`src/rtl/sprite_motion_ctrl.sv`:
```
// sprite_motion_ctrl
// Tick-driven movement engine for one sprite on a tile map. On every
// movement tick with a requested direction it looks up both leading-edge
// corners of the candidate bounding box in the map ROM, then commits or
// rejects the step and advances the walk animation frame.
//
// Ports:
//   clk, rst         clock, asynchronous active-high reset
//   enable           stage active; low holds position and aborts a lookup
//   restart          synchronous pulse, reloads the start position
//   dir_valid, dir   requested direction (0 up, 1 left, 2 down, 3 right)
//   map_rd           map lookup strobe, with map_row / map_col address
//   map_blocked      wall bit, valid the cycle after map_rd
//   pos_x, pos_y     sprite top-left pixel position
//   anim_state       animation group base (0/3/6/9) plus frame (0..2)
//   moving           last step attempt was accepted
//   step_done        one-cycle pulse when a step attempt resolves
module sprite_motion_ctrl #(
    parameter int X_W         = 9,
    parameter int Y_W         = 9,
    parameter int ORIGIN_X    = 60,
    parameter int ORIGIN_Y    = 30,
    parameter int TILE_SHIFT  = 3,
    parameter int MAP_COLS    = 32,
    parameter int MAP_ROWS    = 32,
    parameter int SPR_W       = 8,
    parameter int SPR_H       = 8,
    parameter int SPEED       = 1,
    parameter int TICK_CYCLES = 16,
    parameter int START_X     = 64,
    parameter int START_Y     = 130
) (
    input  logic                        clk,
    input  logic                        rst,
    input  logic                        enable,
    input  logic                        restart,
    input  logic                        dir_valid,
    input  logic [1:0]                  dir,
    output logic                        map_rd,
    output logic [$clog2(MAP_ROWS)-1:0] map_row,
    output logic [$clog2(MAP_COLS)-1:0] map_col,
    input  logic                        map_blocked,
    output logic [X_W-1:0]              pos_x,
    output logic [Y_W-1:0]              pos_y,
    output logic [3:0]                  anim_state,
    output logic                        moving,
    output logic                        step_done
);

    localparam int ROW_W = $clog2(MAP_ROWS);
    localparam int COL_W = $clog2(MAP_COLS);
    localparam int CNT_W = $clog2(TICK_CYCLES);
    localparam int XW1   = X_W + 1;
    localparam int YW1   = Y_W + 1;

    // Coordinates are handled one bit wider than the position so that a
    // step below zero wraps far above the map and reads as out of bounds.
    localparam logic [X_W:0]       X_LO      = XW1'(ORIGIN_X);
    localparam logic [X_W:0]       X_HI      = XW1'(ORIGIN_X + (MAP_COLS << TILE_SHIFT));
    localparam logic [Y_W:0]       Y_LO      = YW1'(ORIGIN_Y);
    localparam logic [Y_W:0]       Y_HI      = YW1'(ORIGIN_Y + (MAP_ROWS << TILE_SHIFT));
    localparam logic [X_W:0]       SPR_DX    = XW1'(SPR_W - 1);
    localparam logic [Y_W:0]       SPR_DY    = YW1'(SPR_H - 1);
    localparam logic [X_W:0]       STEP_X    = XW1'(SPEED);
    localparam logic [Y_W:0]       STEP_Y    = YW1'(SPEED);
    localparam logic [X_W-1:0]     START_XV  = X_W'(START_X);
    localparam logic [Y_W-1:0]     START_YV  = Y_W'(START_Y);
    localparam logic [CNT_W-1:0]   TICK_LAST = CNT_W'(TICK_CYCLES - 1);

    localparam logic [1:0] DIR_UP    = 2'd0;
    localparam logic [1:0] DIR_LEFT  = 2'd1;
    localparam logic [1:0] DIR_DOWN  = 2'd2;
    localparam logic [1:0] DIR_RIGHT = 2'd3;

    typedef enum logic [1:0] {IDLE, LOOK_A, LOOK_B, DECIDE} state_t;

    // x of the first (second = 0) or second leading-edge corner.
    function automatic logic [X_W:0] corner_x(input logic [1:0] d, input logic [X_W:0] cx,
                                              input logic second);
        logic [X_W:0] r;
        case (d)
            DIR_LEFT:  r = cx;
            DIR_RIGHT: r = cx + SPR_DX;
            default:   r = second ? cx + SPR_DX : cx;
        endcase
        return r;
    endfunction

    // y of the first (second = 0) or second leading-edge corner.
    function automatic logic [Y_W:0] corner_y(input logic [1:0] d, input logic [Y_W:0] cy,
                                              input logic second);
        logic [Y_W:0] r;
        case (d)
            DIR_UP:   r = cy;
            DIR_DOWN: r = cy + SPR_DY;
            default:  r = second ? cy + SPR_DY : cy;
        endcase
        return r;
    endfunction

    function automatic logic [3:0] dir_base(input logic [1:0] d);
        logic [3:0] r;
        case (d)
            DIR_UP:   r = 4'd0;
            DIR_LEFT: r = 4'd6;
            DIR_DOWN: r = 4'd9;
            default:  r = 4'd3;
        endcase
        return r;
    endfunction

    function automatic logic corner_oob(input logic [X_W:0] px, input logic [Y_W:0] py);
        return (px < X_LO) || (px >= X_HI) || (py < Y_LO) || (py >= Y_HI);
    endfunction

    state_t           state_r;
    logic [CNT_W-1:0] tick_cnt_r;
    logic [1:0]       dir_r;
    logic [X_W:0]     cand_x_r;
    logic [Y_W:0]     cand_y_r;
    logic             a_oob_r;
    logic             a_blk_r;

    logic             tick_s;
    logic [X_W:0]     cand_x_s;
    logic [Y_W:0]     cand_y_s;
    logic [X_W:0]     a_px_s;
    logic [Y_W:0]     a_py_s;
    logic [X_W:0]     b_px_s;
    logic [Y_W:0]     b_py_s;
    logic             a_oob_s;
    logic             b_oob_s;
    logic [ROW_W-1:0] a_row_s;
    logic [COL_W-1:0] a_col_s;
    logic [ROW_W-1:0] b_row_s;
    logic [COL_W-1:0] b_col_s;
    logic [3:0]       frame_s;

    assign tick_s = (tick_cnt_r == TICK_LAST);

    // Corner A comes from the live candidate (used in the tick cycle),
    // corner B from the latched candidate (used in LOOK_A and DECIDE).
    assign a_px_s  = corner_x(dir, cand_x_s, 1'b0);
    assign a_py_s  = corner_y(dir, cand_y_s, 1'b0);
    assign b_px_s  = corner_x(dir_r, cand_x_r, 1'b1);
    assign b_py_s  = corner_y(dir_r, cand_y_r, 1'b1);
    assign a_oob_s = corner_oob(a_px_s, a_py_s);
    assign b_oob_s = corner_oob(b_px_s, b_py_s);
    assign a_col_s = COL_W'((a_px_s - X_LO) >> TILE_SHIFT);
    assign a_row_s = ROW_W'((a_py_s - Y_LO) >> TILE_SHIFT);
    assign b_col_s = COL_W'((b_px_s - X_LO) >> TILE_SHIFT);
    assign b_row_s = ROW_W'((b_py_s - Y_LO) >> TILE_SHIFT);

    // Walk frame within the current animation group (0 idle, 1/2 walking).
    assign frame_s = anim_state % 4'd3;

    // Candidate position one step along the requested direction.
    always_comb begin
        cand_x_s = {1'b0, pos_x};
        cand_y_s = {1'b0, pos_y};
        case (dir)
            DIR_UP:    cand_y_s = {1'b0, pos_y} - STEP_Y;
            DIR_LEFT:  cand_x_s = {1'b0, pos_x} - STEP_X;
            DIR_DOWN:  cand_y_s = {1'b0, pos_y} + STEP_Y;
            DIR_RIGHT: cand_x_s = {1'b0, pos_x} + STEP_X;
            default:   cand_x_s = {1'b0, pos_x};
        endcase
    end

    // Free-running movement tick counter; restart deliberately leaves it alone.
    always_ff @(posedge clk or posedge rst) begin
        if (rst) begin
            tick_cnt_r <= '0;
        end else if (tick_s) begin
            tick_cnt_r <= '0;
        end else begin
            tick_cnt_r <= tick_cnt_r + CNT_W'(1);
        end
    end

    // Step FSM: corner lookups, commit/reject and animation, all registered.
    always_ff @(posedge clk or posedge rst) begin
        if (rst) begin
            state_r    <= IDLE;
            pos_x      <= START_XV;
            pos_y      <= START_YV;
            anim_state <= 4'd3;
            moving     <= 1'b0;
            step_done  <= 1'b0;
            map_rd     <= 1'b0;
            map_row    <= '0;
            map_col    <= '0;
            dir_r      <= 2'd0;
            cand_x_r   <= '0;
            cand_y_r   <= '0;
            a_oob_r    <= 1'b0;
            a_blk_r    <= 1'b0;
        end else if (restart) begin
            state_r    <= IDLE;
            pos_x      <= START_XV;
            pos_y      <= START_YV;
            anim_state <= 4'd3;
            moving     <= 1'b0;
            step_done  <= 1'b0;
            map_rd     <= 1'b0;
        end else begin
            step_done <= 1'b0;
            case (state_r)
                IDLE: begin
                    map_rd <= 1'b0;
                    if (tick_s && enable) begin
                        if (dir_valid) begin
                            dir_r    <= dir;
                            cand_x_r <= cand_x_s;
                            cand_y_r <= cand_y_s;
                            a_oob_r  <= a_oob_s;
                            // An out-of-map corner is never looked up.
                            map_rd   <= ~a_oob_s;
                            map_row  <= a_row_s;
                            map_col  <= a_col_s;
                            state_r  <= LOOK_A;
                        end else begin
                            anim_state <= anim_state - frame_s;
                        end
                    end
                end
                LOOK_A: begin
                    if (!enable) begin
                        map_rd  <= 1'b0;
                        state_r <= IDLE;
                    end else begin
                        map_rd  <= ~b_oob_s;
                        map_row <= b_row_s;
                        map_col <= b_col_s;
                        state_r <= LOOK_B;
                    end
                end
                LOOK_B: begin
                    map_rd <= 1'b0;
                    if (!enable) begin
                        state_r <= IDLE;
                    end else begin
                        a_blk_r <= a_oob_r | map_blocked;
                        state_r <= DECIDE;
                    end
                end
                DECIDE: begin
                    map_rd  <= 1'b0;
                    state_r <= IDLE;
                    if (enable) begin
                        if (!(a_blk_r || b_oob_s || map_blocked)) begin
                            pos_x  <= cand_x_r[X_W-1:0];
                            pos_y  <= cand_y_r[Y_W-1:0];
                            moving <= 1'b1;
                        end else begin
                            moving <= 1'b0;
                        end
                        // The walk frame advances even when the step is rejected.
                        anim_state <= dir_base(dir_r) + ((frame_s == 4'd1) ? 4'd2 : 4'd1);
                        step_done  <= 1'b1;
                    end
                end
                default: begin
                    map_rd  <= 1'b0;
                    state_r <= IDLE;
                end
            endcase
        end
    end

endmodule

```
`config.mk`:
```
export PLATFORM = sky130hd
export DESIGN_NAME = sprite_motion_ctrl
export DESIGN_NICKNAME = d
export VERILOG_FILES = /design/src/rtl/sprite_motion_ctrl.sv
export SDC_FILE = /design/constraint.sdc
export NUM_CORES = 1
export LEC_CHECK = 0
export CAP_MARGIN = 20
export CORE_MARGIN = 3
export CORE_UTILIZATION = 60
export DETAILED_ROUTE_END_ITERATION = 8
export GPL_TIMING_DRIVEN = 0
export HOLD_SLACK_MARGIN = 0.02
export PLACE_DENSITY_LB_ADDON = 0.2
export SLEW_MARGIN = 10
export SYNTH_ARGS = -nofsm -noshare
export SYNTH_HDL_FRONTEND = slang
export SYNTH_SLANG_ARGS = --single-unit
```
`constraint.sdc`:
```
create_clock -name clk -period 8.5 [get_ports clk]
set_clock_uncertainty 0.2 [all_clocks]
set_input_delay 1.275 -clock clk [delete_from_list [all_inputs] [get_ports clk]]
set_output_delay 1.275 -clock clk [all_outputs]
set_load 0.1 [all_outputs]
```
==> summary.md <==
| Metric | Value |
|---|---|
| Outcome | complete, no violations |
| TritonCTS buffer count | 9 |
| Core Area | 0.00838 mm^2 |
| RR Startpoint | anim_state[3] |
| Finished Core Util | 71.7% |
| Final Hold Vio Count | 0 |
| Drt via density | 6.35 |
| Hold wc startpoint | map_col[4] |
| Rel. slew slack | 34.5% |
| Syn_area_per_cell | around 8.2 um^2 |
| Min Tclk post-route | roughly 5.7 ns |
| Number of flops mapped to enable cells by yosys | 0 |
| Die area | approximately 0.0099 mm^2 |
| Endpoints failing setup | 0 |
| GR Overflow Total | 0 |
| Dominant synthesized flop cell | dfrtp_1 |
| Row count | 33 |
| Critical-path top delay cell | clkdlybuf4s50_1 |
| All-Layer GR Usage | 29.5% |
| Worst Path Max Fanout | 12 |
| Critical path, cell by cell | clkdlybuf4s50_1 -> clkinv_1 -> nand2_1 -> inv_1 -> fa_1 -> mux2_2 -> ha_1 -> xor2_1 -> o311ai_0 -> mux2i_1 -> a211o_1 -> or2_1 -> nand4_1 -> xnor2_1 -> o21ai_0 |
| Lkg Pwr | 2.70 nW |
| Clk buf depth | 2 |
| Filler cell count | 664 |
| Largest net degree at the start of global routing | 66 |
| Synth cell types | 71 |
| Hold depth | 2 |
| Die Span Y | roughly 100 um |
| TNS Setup | 0 ns |
| VDD IR max | between 100 and 150 uV |
| Sequential-to-total area share from yosys stat | 31.0% |
| Nets | 739 |
| Hold endpoint | map_col[4] |
| # hold bufs at CTS | 0 |
| Fin crit share | 67.2% |
| Reg2reg end | anim_state[2] |
| Synthesized instance count | 645 |
| Placement Cell Area | 0.00581 mm^2 |
| DP Wirelength | 10400 um |
| Initial antenna violation count | 0 |
| Yosys warnings | 0 |
| Final Cell Area | 0.00601 mm^2 |
| Worst slew pin tran | 0.980 ns |
| Reg clk slew, reported paths | 0.09 ns |
| First-pass GRT wire length | 23700 um |
| Hold slack | 0.286 ns |
| RePlAce Congestion | 0.899 |
| CP bufs+invs | 3 |
| Max Cap Viol | 0 |
| Area delta synth->final | 14.1% |
| Critical path class | in -> reg |
| Ports | 43 |
| Postcts setup bufs | 0 |
| #FFs+latches synth | 65 |
| CP peak stage delay | 0.62 ns |
| Ant. Diodes | 0 |
| Detailed-router iteration count before antenna repair | 5 |
| DRC viols | 0 |
| Max-slew violations | 0 |
| RSZ-0062 raised after global routing | false |
| Port Buffers | 41 |
| DRT iter0 DRCs | 347 |
| CTS tree | yes |
| CTS H-Tree Depth | 3 |
| Routed Antenna Nets | 0 |
| Arrival @ worst endpoint | 5.74 ns |
| Cts repair resizes | 0 |
| Reg2reg setup slack | 4.29 ns |
| Required time of the critical path | 8.53 ns |
| Root Driver | clkbuf_8 |
| R2r worst-path depth | 18 |
| Initial Util | 62.8% |
| Chip width | 99.7 um |
| Pwr dens | 195 mW/mm^2 |
| CP delay by family, top | compound AO/OA/AOI/OAI gates |
| Syn Std Cell Area | 0.00527 mm^2 |
| Pre-CTS WS | between 2 and 3 ns |
| Wirelength per Cell | between 15 and 20 um |
| Final wirelength | approximately 14000 um |
| Routed via count | 5128 |
| CP endpoint kind | register |
| Share of layout cells above drive strength 1 | 5.56% |
| Syn_nets | 687 |
| Max Clock Freq | 0.175 GHz |
| Clk sink count | 65 |
| Vias in the first global route | 4981 |
| Hold Crit Class | reg -> reg |
| Asr flop ratio synth | 100% |
| Final Worst Setup Slack | approximately 2.8 ns |
| CP Launch Type | primary input |
| Clock Latency Late Sink | 0.36 ns |
-- synth_stat cells, types with 8 or more instances --
master,n,share of area (%)
nand2_1,89,6.3
dfrtp_1,60,29
nor2_1,55,3.9
o21ai_0,45,4.3
a21oi_1,41,3.9
inv_1,31,2.2
ha_1,30,7.1
clkbuf_1,26,1.9
mux2i_1,23,4.4
xnor2_1,20,3.3
xor2_1,19,3.2
nor3_1,18,1.7
nand3_1,15,1.4
a31oi_1,11,1.3
or3_1,9,1.1
nor2b_1,8,0.95
-- report_power, final --
| part | switching, mW | internal, mW | total, mW |
|---|---|---|---|
| registers | 0.0229 | 0.333 | 0.356 |
| clock network | 0.142 | 0.138 | 0.280 |
| logic | 0.335 | 0.199 | 0.534 |
| total | 0.500 | 0.670 | 1.17 |
-- layer usage --
metal	track usage [%]	wire length, um
met3	5.47	1090
met1	39.9	6150
met2	46.4	6370
met4	12.7	435
met5	0	0
-- final cells by class --
| class | count | area (um^2) | area share (%) |
|---|---|---|---|
| Clock inverter | 7 | 75.1 | 1.25 |
| Buffer | 32 | 140 | 2.33 |
| Multi-Input combinational cell | 516 | 3370 | 56.1 |
| Tap cell | 105 | 131 | 2.19 |
| Clock buffer | 9 | 124 | 2.06 |
| Sequential cell | 65 | 1630 | 27.2 |
| Inverter | 32 | 123 | 2.04 |
| Timing Repair Buffer | 41 | 410 | 6.83 |
-- how the worst max path moves through the flow --
stage	startpoint	endpoint	slack (ns)	cells after the start
2_1_floorplan	dir[0]	map_row[3]	3.93	13
3_3_place_gp	dir[0]	map_row[4]	2.63	15
3_5_place_dp	dir[0]	map_row[4]	2.53	15
4_1_cts	dir[0]	map_row[3]	2.88	14
5_1_grt	dir[0]	map_row[4]	2.54	15
6_report	dir[0]	map_row[4]	2.79	15
-- worst reg2reg max path, cell delays in order, from the launching register on --
cell and delay, ns:
dfrtp_1 0.42, nand2b_1 0.19, inv_1 0.09, ha_1 0.14
inv_1 0.04, ha_1 0.24, o211ai_1 0.10, o21ai_0 0.21
ha_1 0.31, nor3_1 0.25, inv_1 0.09, ha_1 0.31
or3_1 0.40, ha_1 0.24, fa_1 0.39, xnor2_1 0.15
nor2_1 0.11, a21oi_1 0.05, o31ai_1 0.19
-- kinds of logic (layout without fill, tap and decap cells) --
family                     after synthesis  in the layout  share of synthesized area, %
adders and majority gates               34             34                          8.65
AOI/OAI and AO/OA                      170            170                          21.6
muxes                                   24             24                          4.58
xor gates and xnor gates                39             39                          6.48
DFF                                     65             65                          31.0
buffers and inverters                   64            121                          4.94
and+or+nand+nor                        249            249                          22.8
-- metrics by stage --
step                      power (mW)  instances
after global placement         0.862        791
final                           1.17        807
after global routing            1.24        807
after detailed placement       0.889        791
after floorplan                0.780        645
after CTS                       1.17        807
-- placed cells by master, fill, tap and decap left out, drive strengths merged, types with 4 or more instances in the layout --
master	n
nand2	89
dfrtp	60
nor2	55
o21ai	46
a21oi	41
clkdlybuf4s50	41
clkbuf	35
inv	34
ha	30
mux2i	23
xnor2	20
xor2	19
nor3	19
nand3	15
a31oi	11
or3	9
nor2b	8
and3	7
nand2b	7
nor3b	7
o211ai	7
nor4	6
o21a	6
o31a	6
a211oi	6
buf	6
nand4	5
a21o	5
dfstp	5
o31ai	4
o2111ai	4
nand3b	4
a211o	4
fa	4
clkinv	4
-- flip-flops by register name, summed over array words and instances, names as in the netlist --
register	count
a_blk_r	1
a_oob_r	1
anim_state	4
cand_x_r	10
cand_y_r	10
dir_r	2
map_col	5
map_rd	1
map_row	5
moving	1
pos_x	9
pos_y	9
state_r	2
step_done	1
tick_cnt_r	4
Note: power is estimated with default switching activity, not from simulation.
